--- src/rtl/arb_req_queue_if.sv ---
// Bundle of handshake signals between one arb_req_queue, its local source,
// the arbiter input it drives and the downstream credit channel.
interface arb_req_queue_if #(
  parameter int DATA_WIDTH = 32,
  parameter int CREDITS    = 4
);
  localparam int CW = $clog2(CREDITS + 1);

  logic                  in_valid;
  logic [DATA_WIDTH-1:0] in_data;
  logic                  in_ready;
  logic                  request;
  logic                  grant;
  logic                  out_valid;
  logic [DATA_WIDTH-1:0] out_data;
  logic                  credit_return;
  logic [CW-1:0]         credit_count;
  logic                  err;

  // Source, arbiter and downstream side.
  modport master (
    output in_valid, in_data, grant, credit_return,
    input  in_ready, request, out_valid, out_data, credit_count, err
  );

  // Queue side.
  modport slave (
    input  in_valid, in_data, grant, credit_return,
    output in_ready, request, out_valid, out_data, credit_count, err
  );
endinterface

--- src/rtl/arb_req_queue.sv ---
// Requester endpoint for the priority arbiter: DEPTH-entry FIFO that requests while
// it holds data and a downstream credit, and pops one word per grant to a registered output.
module arb_req_queue #(
  parameter int DATA_WIDTH = 32,
  parameter int DEPTH      = 4,
  parameter int CREDITS    = 4
) (
  input  logic         clk,
  input  logic         rst,
  arb_req_queue_if.slave bus
);
  localparam int AW = $clog2(DEPTH);
  localparam int PW = AW + 1;
  localparam int CW = $clog2(CREDITS + 1);
  localparam logic [CW-1:0] CRED_MAX = CW'(CREDITS);

  logic [DATA_WIDTH-1:0] mem_q [DEPTH];
  logic [PW-1:0]         wr_ptr_q, wr_ptr_d;
  logic [PW-1:0]         rd_ptr_q, rd_ptr_d;
  logic [CW-1:0]         credit_q, credit_d;
  logic                  err_q, err_d;
  logic                  out_valid_q, out_valid_d;
  logic [DATA_WIDTH-1:0] out_data_q, out_data_d;

  logic full, empty, req, push, pop;

  // Pointers carry one extra wrap bit so full and empty are distinguishable.
  assign empty = (wr_ptr_q == rd_ptr_q);
  assign full  = (wr_ptr_q[PW-1] != rd_ptr_q[PW-1]) &&
                 (wr_ptr_q[AW-1:0] == rd_ptr_q[AW-1:0]);

  // Request depends on registered state only, so grant can answer combinationally.
  assign req  = !empty && (credit_q != '0);
  assign push = bus.in_valid && !full;
  assign pop  = req && bus.grant;

  always_comb begin
    // NOTE: every next-state signal gets a default first so no path leaves it unassigned (no latches).
    wr_ptr_d    = wr_ptr_q;
    rd_ptr_d    = rd_ptr_q;
    credit_d    = credit_q;
    err_d       = err_q;
    out_valid_d = pop;
    out_data_d  = out_data_q;

    if (push) wr_ptr_d = wr_ptr_q + PW'(1);

    if (pop) begin
      rd_ptr_d   = rd_ptr_q + PW'(1);
      out_data_d = mem_q[rd_ptr_q[AW-1:0]];
    end

    // A return with a pop in the same cycle cancels out; a lone surplus return saturates.
    if (bus.credit_return && !pop) begin
      if (credit_q != CRED_MAX) credit_d = credit_q + CW'(1);
    end else if (!bus.credit_return && pop) begin
      credit_d = credit_q - CW'(1);
    end

    if (bus.credit_return && (credit_q == CRED_MAX)) err_d = 1'b1;
    if (bus.grant && !req)                           err_d = 1'b1;
  end

  always_ff @(posedge clk) begin
    // NOTE: sequential state uses non-blocking assignments so all registers update from pre-edge values.
    if (rst) begin
      wr_ptr_q    <= '0;
      rd_ptr_q    <= '0;
      credit_q    <= CRED_MAX;
      err_q       <= 1'b0;
      out_valid_q <= 1'b0;
      out_data_q  <= '0;
    end else begin
      wr_ptr_q    <= wr_ptr_d;
      rd_ptr_q    <= rd_ptr_d;
      credit_q    <= credit_d;
      err_q       <= err_d;
      out_valid_q <= out_valid_d;
      out_data_q  <= out_data_d;
    end
  end

  // NOTE: storage is not reset; reset empties the FIFO through the pointers, so stale words are never read.
  always_ff @(posedge clk) begin
    if (push) mem_q[wr_ptr_q[AW-1:0]] <= bus.in_data;
  end

  assign bus.in_ready     = !full;
  assign bus.request      = req;
  assign bus.out_valid    = out_valid_q;
  assign bus.out_data     = out_data_q;
  assign bus.credit_count = credit_q;
  assign bus.err          = err_q;
endmodule

--- src/flat_wrapper.sv ---
// flat-port wrapper written by rule: the top's interface ports become plain ports
module arb_req_queue_flat 
#(
  parameter int DATA_WIDTH = 32,
  parameter int DEPTH      = 4,
  parameter int CREDITS    = 4
)
  (clk, rst, bus_in_valid, bus_in_data, bus_grant, bus_credit_return, bus_in_ready, bus_request, bus_out_valid, bus_out_data, bus_credit_count, bus_err);
  arb_req_queue_if #(.DATA_WIDTH(DATA_WIDTH), .CREDITS(CREDITS)) bus_i ();
  input  logic clk;
  input  logic rst;
  input wire logic [$bits(bus_i.in_valid)-1:0] bus_in_valid;
  input wire logic [$bits(bus_i.in_data)-1:0] bus_in_data;
  input wire logic [$bits(bus_i.grant)-1:0] bus_grant;
  input wire logic [$bits(bus_i.credit_return)-1:0] bus_credit_return;
  output wire logic [$bits(bus_i.in_ready)-1:0] bus_in_ready;
  output wire logic [$bits(bus_i.request)-1:0] bus_request;
  output wire logic [$bits(bus_i.out_valid)-1:0] bus_out_valid;
  output wire logic [$bits(bus_i.out_data)-1:0] bus_out_data;
  output wire logic [$bits(bus_i.credit_count)-1:0] bus_credit_count;
  output wire logic [$bits(bus_i.err)-1:0] bus_err;
  assign bus_i.in_valid = bus_in_valid;
  assign bus_i.in_data = bus_in_data;
  assign bus_i.grant = bus_grant;
  assign bus_i.credit_return = bus_credit_return;
  assign bus_in_ready = bus_i.in_ready;
  assign bus_request = bus_i.request;
  assign bus_out_valid = bus_i.out_valid;
  assign bus_out_data = bus_i.out_data;
  assign bus_credit_count = bus_i.credit_count;
  assign bus_err = bus_i.err;
  arb_req_queue #(.DATA_WIDTH(DATA_WIDTH), .DEPTH(DEPTH), .CREDITS(CREDITS)) u_core (.clk(clk), .rst(rst), .bus(bus_i));
endmodule
--- config.mk ---
export PLATFORM = sky130hd
export DESIGN_NAME = arb_req_queue_flat
export DESIGN_NICKNAME = d
export VERILOG_FILES = /design/src/rtl/arb_req_queue_if.sv /design/src/rtl/arb_req_queue.sv /design/src/flat_wrapper.sv
export SDC_FILE = /design/constraint.sdc
export NUM_CORES = 1
export LEC_CHECK = 0
export BUFFER_PORTS_ARGS = -buffer_cell sky130_fd_sc_hd__buf_4
export CORE_UTILIZATION = 30
export DETAILED_ROUTE_END_ITERATION = 16
export PLACE_DENSITY = 0.55
export SETUP_SLACK_MARGIN = 0.15
export SYNTH_ARGS = -nofsm -noshare
export SYNTH_HDL_FRONTEND = slang
export SYNTH_SLANG_ARGS = --single-unit
--- constraint.sdc ---
create_clock -name clk -period 7.1 [get_ports clk]
set_input_delay 0 -clock clk [delete_from_list [all_inputs] [get_ports clk]]
set_output_delay 0 -clock clk [all_outputs]
set_load 0.01 [all_outputs]
==> Word level (Yosys, flattened, before mapping) <==
Memories as Yosys holds them, arrays and structs flattened. A register that Yosys moved wholly into a read port is not among the register bits.
Cells that the tools add are included.
{ "classes": {"n_addsub": 4, "n_eq_ne": 6, "n_reduce_logical": 17, "n_mux": 7} }
{ "op_table": {"columns": ["op", "n"], "rows": [
  ["$add A3 B1 Y3 const B", 3],
  ["$mux W3", 3],
  ["$logic_and A1 B1 Y1", 8],
  ["$logic_not A1 Y1", 5],
  ["$mux W1", 4],
  ["$reduce_bool A2 Y1", 2],
  ["$eq A3 B3 Y1", 1],
  ["$eq A3 B3 Y1 const B", 1],
  ["$ne A3 B3 Y1 const B", 1],
  ["$reduce_bool A3 Y1", 1],
  ["$sub A3 B1 Y3 const B", 1],
  ["$eq A2 B2 Y1", 1],
  ["$ne A2 B2 Y1 const B", 1],
  ["$reduce_and A2 Y1", 1],
  ["$ne A1 B1 Y1", 1]
]} }
{ "word_totals": {"mem_bits_rw": 128, "wordCells": 40, "n_memories": 1, "register_bits": 11, "out_inout_bits": 39} }
{ "mem_list": {"columns": ["name", "words", "width", "rd", "rd_clocked_by_memory_dff", "write_ports", "line_no", "text"], "rows": [
  ["u_core.mem_q", 4, 32, 1, 1, 1, "arb_req_queue.sv:17", "logic [DATA_WIDTH-1:0] mem_q [DEPTH];"]
]} }

==> Logic depth before layout (Yosys ltp) <==
{ "logic_depth": {"word_depth": 8, "mapped_depth": 10} }

==> Worst setup path before layout <==
Ideal clock, no wire load.
{ "synth_timing": {"path_kind": "reg-to-reg", "start": "register u_core.rd_ptr_q[1]", "end": "register u_core.credit_q[1] (netlist: u_core.bus.credit_count[1])", "period_less_slack_ns": 2.355, "setup_time_ns": 0.133, "stages_incl_launch_ff": 11, "arrival_ns": 2.222, "slack_ns": 4.745, "cell_sequence": "dfxtp_1 buf_4 xor2_1 o311ai_1 buf_4 buf_2 nand2_1 fa_1 nor2b_1 a311oi_1 a21oi_1"} }
{ "synth_between": {"elab_cells_between_ends": 11, "classes_between": "eq/ne: 2; mux: 1; reduce/logical: 8"} }
{ "synth_lines": {"columns": ["item", "line_no", "text"], "rows": [
  ["start, declared", "arb_req_queue.sv:19", "logic [PW-1:0] rd_ptr_q, rd_ptr_d;"],
  ["start signal, assigned", "arb_req_queue.sv:75", "rd_ptr_q <= rd_ptr_d;"],
  ["$eq A3 B3 Y1", "arb_req_queue.sv:28", "assign empty = (wr_ptr_q == rd_ptr_q);"],
  ["$logic_not A1 Y1", "arb_req_queue.sv:33", "assign req = !empty && (credit_q != '0);"],
  ["$logic_and A1 B1 Y1", "arb_req_queue.sv:33", null],
  ["$logic_and A1 B1 Y1", "arb_req_queue.sv:35", "assign pop = req && bus.grant;"],
  ["$logic_not A1 Y1", "arb_req_queue.sv:54", "if (bus.credit_return && !pop) begin"],
  ["$logic_and A1 B1 Y1", "arb_req_queue.sv:54", null],
  ["$mux W3", "arb_req_queue.sv:54", null],
  ["via u_core.credit_d[1]", "arb_req_queue.sv:20", "logic [CW-1:0] credit_q, credit_d;"],
  ["end signal, assigned", "arb_req_queue.sv:76", "credit_q <= credit_d;"],
  ["end, declared", "arb_req_queue.sv:20", null]
]} }
The timed path passes the listed nets, and every way through them passes these cells.
A chain may end at the register's enable or synchronous reset.

==> Final worst setup path <==
{ "layout_timing": {"start": "register u_core.rd_ptr_q[1]", "end": "memory u_core.mem_q[3][6] (enable)"} }
{ "layout_between": {"elab_chain_len": 6} }
{ "layout_rtl": {"columns": ["item", "line_no", "text"], "rows": [
  ["$eq A2 B2 Y1", "arb_req_queue.sv:30", "(wr_ptr_q[AW-1:0] == rd_ptr_q[AW-1:0]);"],
  ["$logic_and A1 B1 Y1", "arb_req_queue.sv:29", "assign full = (wr_ptr_q[PW-1] != rd_ptr_q[PW-1]) &&"],
  ["$logic_not A1 Y1", "arb_req_queue.sv:34", "assign push = bus.in_valid && !full;"],
  ["$logic_and A1 B1 Y1", "arb_req_queue.sv:34", null],
  ["$mux W1", "arb_req_queue.sv:85", "if (push) mem_q[wr_ptr_q[AW-1:0]] <= bus.in_data;"],
  ["$mux W1 (not written as such)", "arb_req_queue.sv:85", null],
  ["end, declared", "arb_req_queue.sv:17", null]
]} }
No other way between the ends.

==> metrics.yaml <==
status: "completed"
cts.sinks: 171
floorplan.die.width_um: 149.2
min_path_type: "input pin to flop"
grt_util_met3: 0.03456
place_area_um2: 7332
cts_buffers: 17
end_kind: "flop"
synth_flop_cell: "edfxtp_1"
syn-cell-area_um2: 6500
grt_max_degree: 47
r2r-end: "u_core.mem_q[3][6]"
arrival_ns: 2.92
drt-initial-drc-count: 180
dp_cells: 724
h-tree-depth: 4
cts_root_buf: "clkbuf_16"
whs_ns: 0.05453
tightestPinTransition_ns: 0.9886
worstPathRequired_ns: 7.14
syn2layout_area_growth_pct: 27.85
rsz0062_at_grt: "false"
period_share: 0.4050
clkLatencyLatePin_ns: 0.42
leakage_nw: 2.832
syn-instance-count: 392
via_per_inst: 4.513
grt_pass1_vias: 3656
preCtsSetupSlack_ns: 4.173
fin_setup_tns_ns: 0
critical_path_class: "flop to flop"
synth-simple-area-share: 0.06679
num_vias: 3565
grtUsageTotal: 0.1203
drive_gt1_frac: 0.3301
fp-row-count: 53
hold_path_depth: 2
core_um2: 21150
cpPeakStageDelay_ns: 0.98
hold_end: "u_core.bus.err"
setup-violations-final: 0
fin_total_pwr_mw: 2.647
route.detailed.drc: 0
place_congestion: 0.6996
globalRouteMet1Util: 0.1526
final_util: 0.3929
wl_per_cell_um: 15.81
synth-edff-count: 128
start_util: 0.3073
crit_chain: "xor2_1 > o31a_1 > and2_2"
dp_hpwl_um: 7467
clk_path_buf_depth: 2
antenna_found_initial: 0
worstRegToRegCells: 3
fin_skew_ns: 0.01024
die_h_um: 149.2
ios: 76
finalHoldViolCount: 0
r2r_slack_ns: 4.22
clk_pin_slew_worst_paths_ns: 0.06
r2r-start: "u_core.rd_ptr_q[1]"
synth-seq-cells: 171
overflow: 0
diodes: 0
irDropWorstVdd_v: 0.0001474
yosysWarnings: 0
cts_hold_buf: 34
synth-xor-area-share: 0.01482
timing.fmax_mhz: 347.8
worst_slack_ns: 4.225
cts_setup_buffers: 0
synth_compound_area_frac: 0.04986
p_per_area_nw_per_um2: 318.6
fin_area_um2: 8310
antenna_left: 0
stdcell_count: 790
routed_wl_um: 12490
ys_async_sr_fraction: 0
postSynthAreaPerCell_um2: 16.58
synth_top_family_by_area: "multiplexers"
syn-num-nets: 435
use_met2: 0.1942
cp-start-kind: "flop"
dieArea_um2: 22260
synth_mux_area_frac: 0.1109
cap_violations: 0
nets: 545
maxSlewHeadroom: 0.3409
grt_first_pass_wirelength_um: 19730
cts_tree: "yes"
slew_violations: 0
ys_types: 38
hp-start: "rst"
firstDrtPassIters: 4
fin_crit_ns: 2.875
crit_path_max_fanout: 36
cts-resized-gates: 0
portBuffers: 75
crit_slowest_cell: "dfxtp_2"
gr-max-usage-layer: "met2"
synth-seq-area-share: 0.7238
synthAdderAreaFrac: 0.01270
==> report_power, final <==
| part | internal (mW) | switching, mW | leakage [nW] |
|---|---|---|---|
| logic | 0.231 | 0.244 | 1.00 |
| registers | 1.16 | 0.0476 | 1.53 |
| clock network | 0.598 | 0.370 | 0.301 |
| total | 1.99 | 0.661 | 2.83 |
==> layout by cell type, fill, tap and decap left out, drive strengths merged, types with 2 or more instances in the layout <==
| cell | n |
|---|---|
| dlygate4sd3 | 34 |
| buf | 78 |
| bufinv | 2 |
| mux4 | 32 |
| o21ai | 2 |
| dfxtp | 43 |
| and2 | 4 |
| ha | 5 |
| nor2 | 12 |
| edfxtp | 128 |
| clkbuf | 24 |
| xor2 | 4 |
| a311oi | 2 |
| xnor2 | 7 |
| clkinv | 2 |
| nor3 | 3 |
| nand3 | 2 |
| nor4 | 2 |
| nand2 | 70 |
| a21oi | 37 |
| clkinvlp | 4 |
| inv | 4 |
==> layer usage <==
layer / up-vias / wire length [µm]
met1: 1775 / 5733
met2: 70 / 5994
met3: 14 / 573
met5: - / 0
met4: 0 / 185
li1: 1706 / -
==> cell type report <==
type                    instances  area [µm²]
fillers                      1943       12840
flip-flops and latches        171        4707
multi-input cells             196        1680
repair buffers                112       925.9
clock buffers                  24       534.3
well taps                     275       344.1
clock inverters                 8       103.9
inverters                       4       15.01
==> cells in the mapped netlist (4+ instances only) <==
cell / n / area share
a21oi_2: 10 / 0.013
inv_1: 4 / 0.0023
edfxtp_1: 128 / 0.59
mux4_2: 32 / 0.11
xor2_1: 4 / 0.0054
xnor2_1: 7 / 0.0094
and2_1: 4 / 0.0038
ha_1: 5 / 0.0096
dfxtp_1: 43 / 0.13
buf_2: 5 / 0.0038
a21oi_1: 27 / 0.021
clkbuf_1: 7 / 0.0040
nand2_2: 10 / 0.0096
nand2_1: 60 / 0.035
nor2_1: 12 / 0.0069
buf_4: 4 / 0.0046
==> logic make-up (layout without fill, tap and decap cells) <==
group           Yosys count  in the layout
compound gates           48             48
xor+xnor                 11             11
fa+ha+maj                 6              6
buf+inv                  25            148
flops                   171            171
mux                      32             32
simple gates             99             99
==> sequential cells by signal, indices dropped and copies added, names as in the netlist <==
name,count
u_core.mem_q,128
u_core.bus.out_data,32
u_core.bus.credit_count,3
u_core.rd_ptr_q,3
u_core.wr_ptr_q,3
u_core.bus.err,1
u_core.bus.out_valid,1
==> worst max-delay path, delay by kind of cell, from the launching register on <==
family / cells / cell delay (ns)
DFF: 1 / 0.98
xor gates and xnor gates: 1 / 0.38
AOI/OAI and AO/OA: 1 / 0.30
and+or+nand+nor: 1 / 0.81
==> how the worst max path moves through the flow <==
stage	slack, ns	end	start	depth (start not counted)
2_1_floorplan	4.74	u_core.bus.credit_count[1]	u_core.rd_ptr_q[1]	10
3_3_place_gp	4.23	u_core.wr_ptr_q[2]	u_core.rd_ptr_q[1]	5
3_5_place_dp	4.17	u_core.mem_q[3][8]	u_core.rd_ptr_q[1]	3
4_1_cts	4.17	u_core.mem_q[3][6]	u_core.rd_ptr_q[1]	3
5_1_grt	3.95	u_core.wr_ptr_q[2]	u_core.rd_ptr_q[1]	5
6_report	4.22	u_core.mem_q[3][6]	u_core.rd_ptr_q[1]	3
Power figures use the tool's default switching activity.
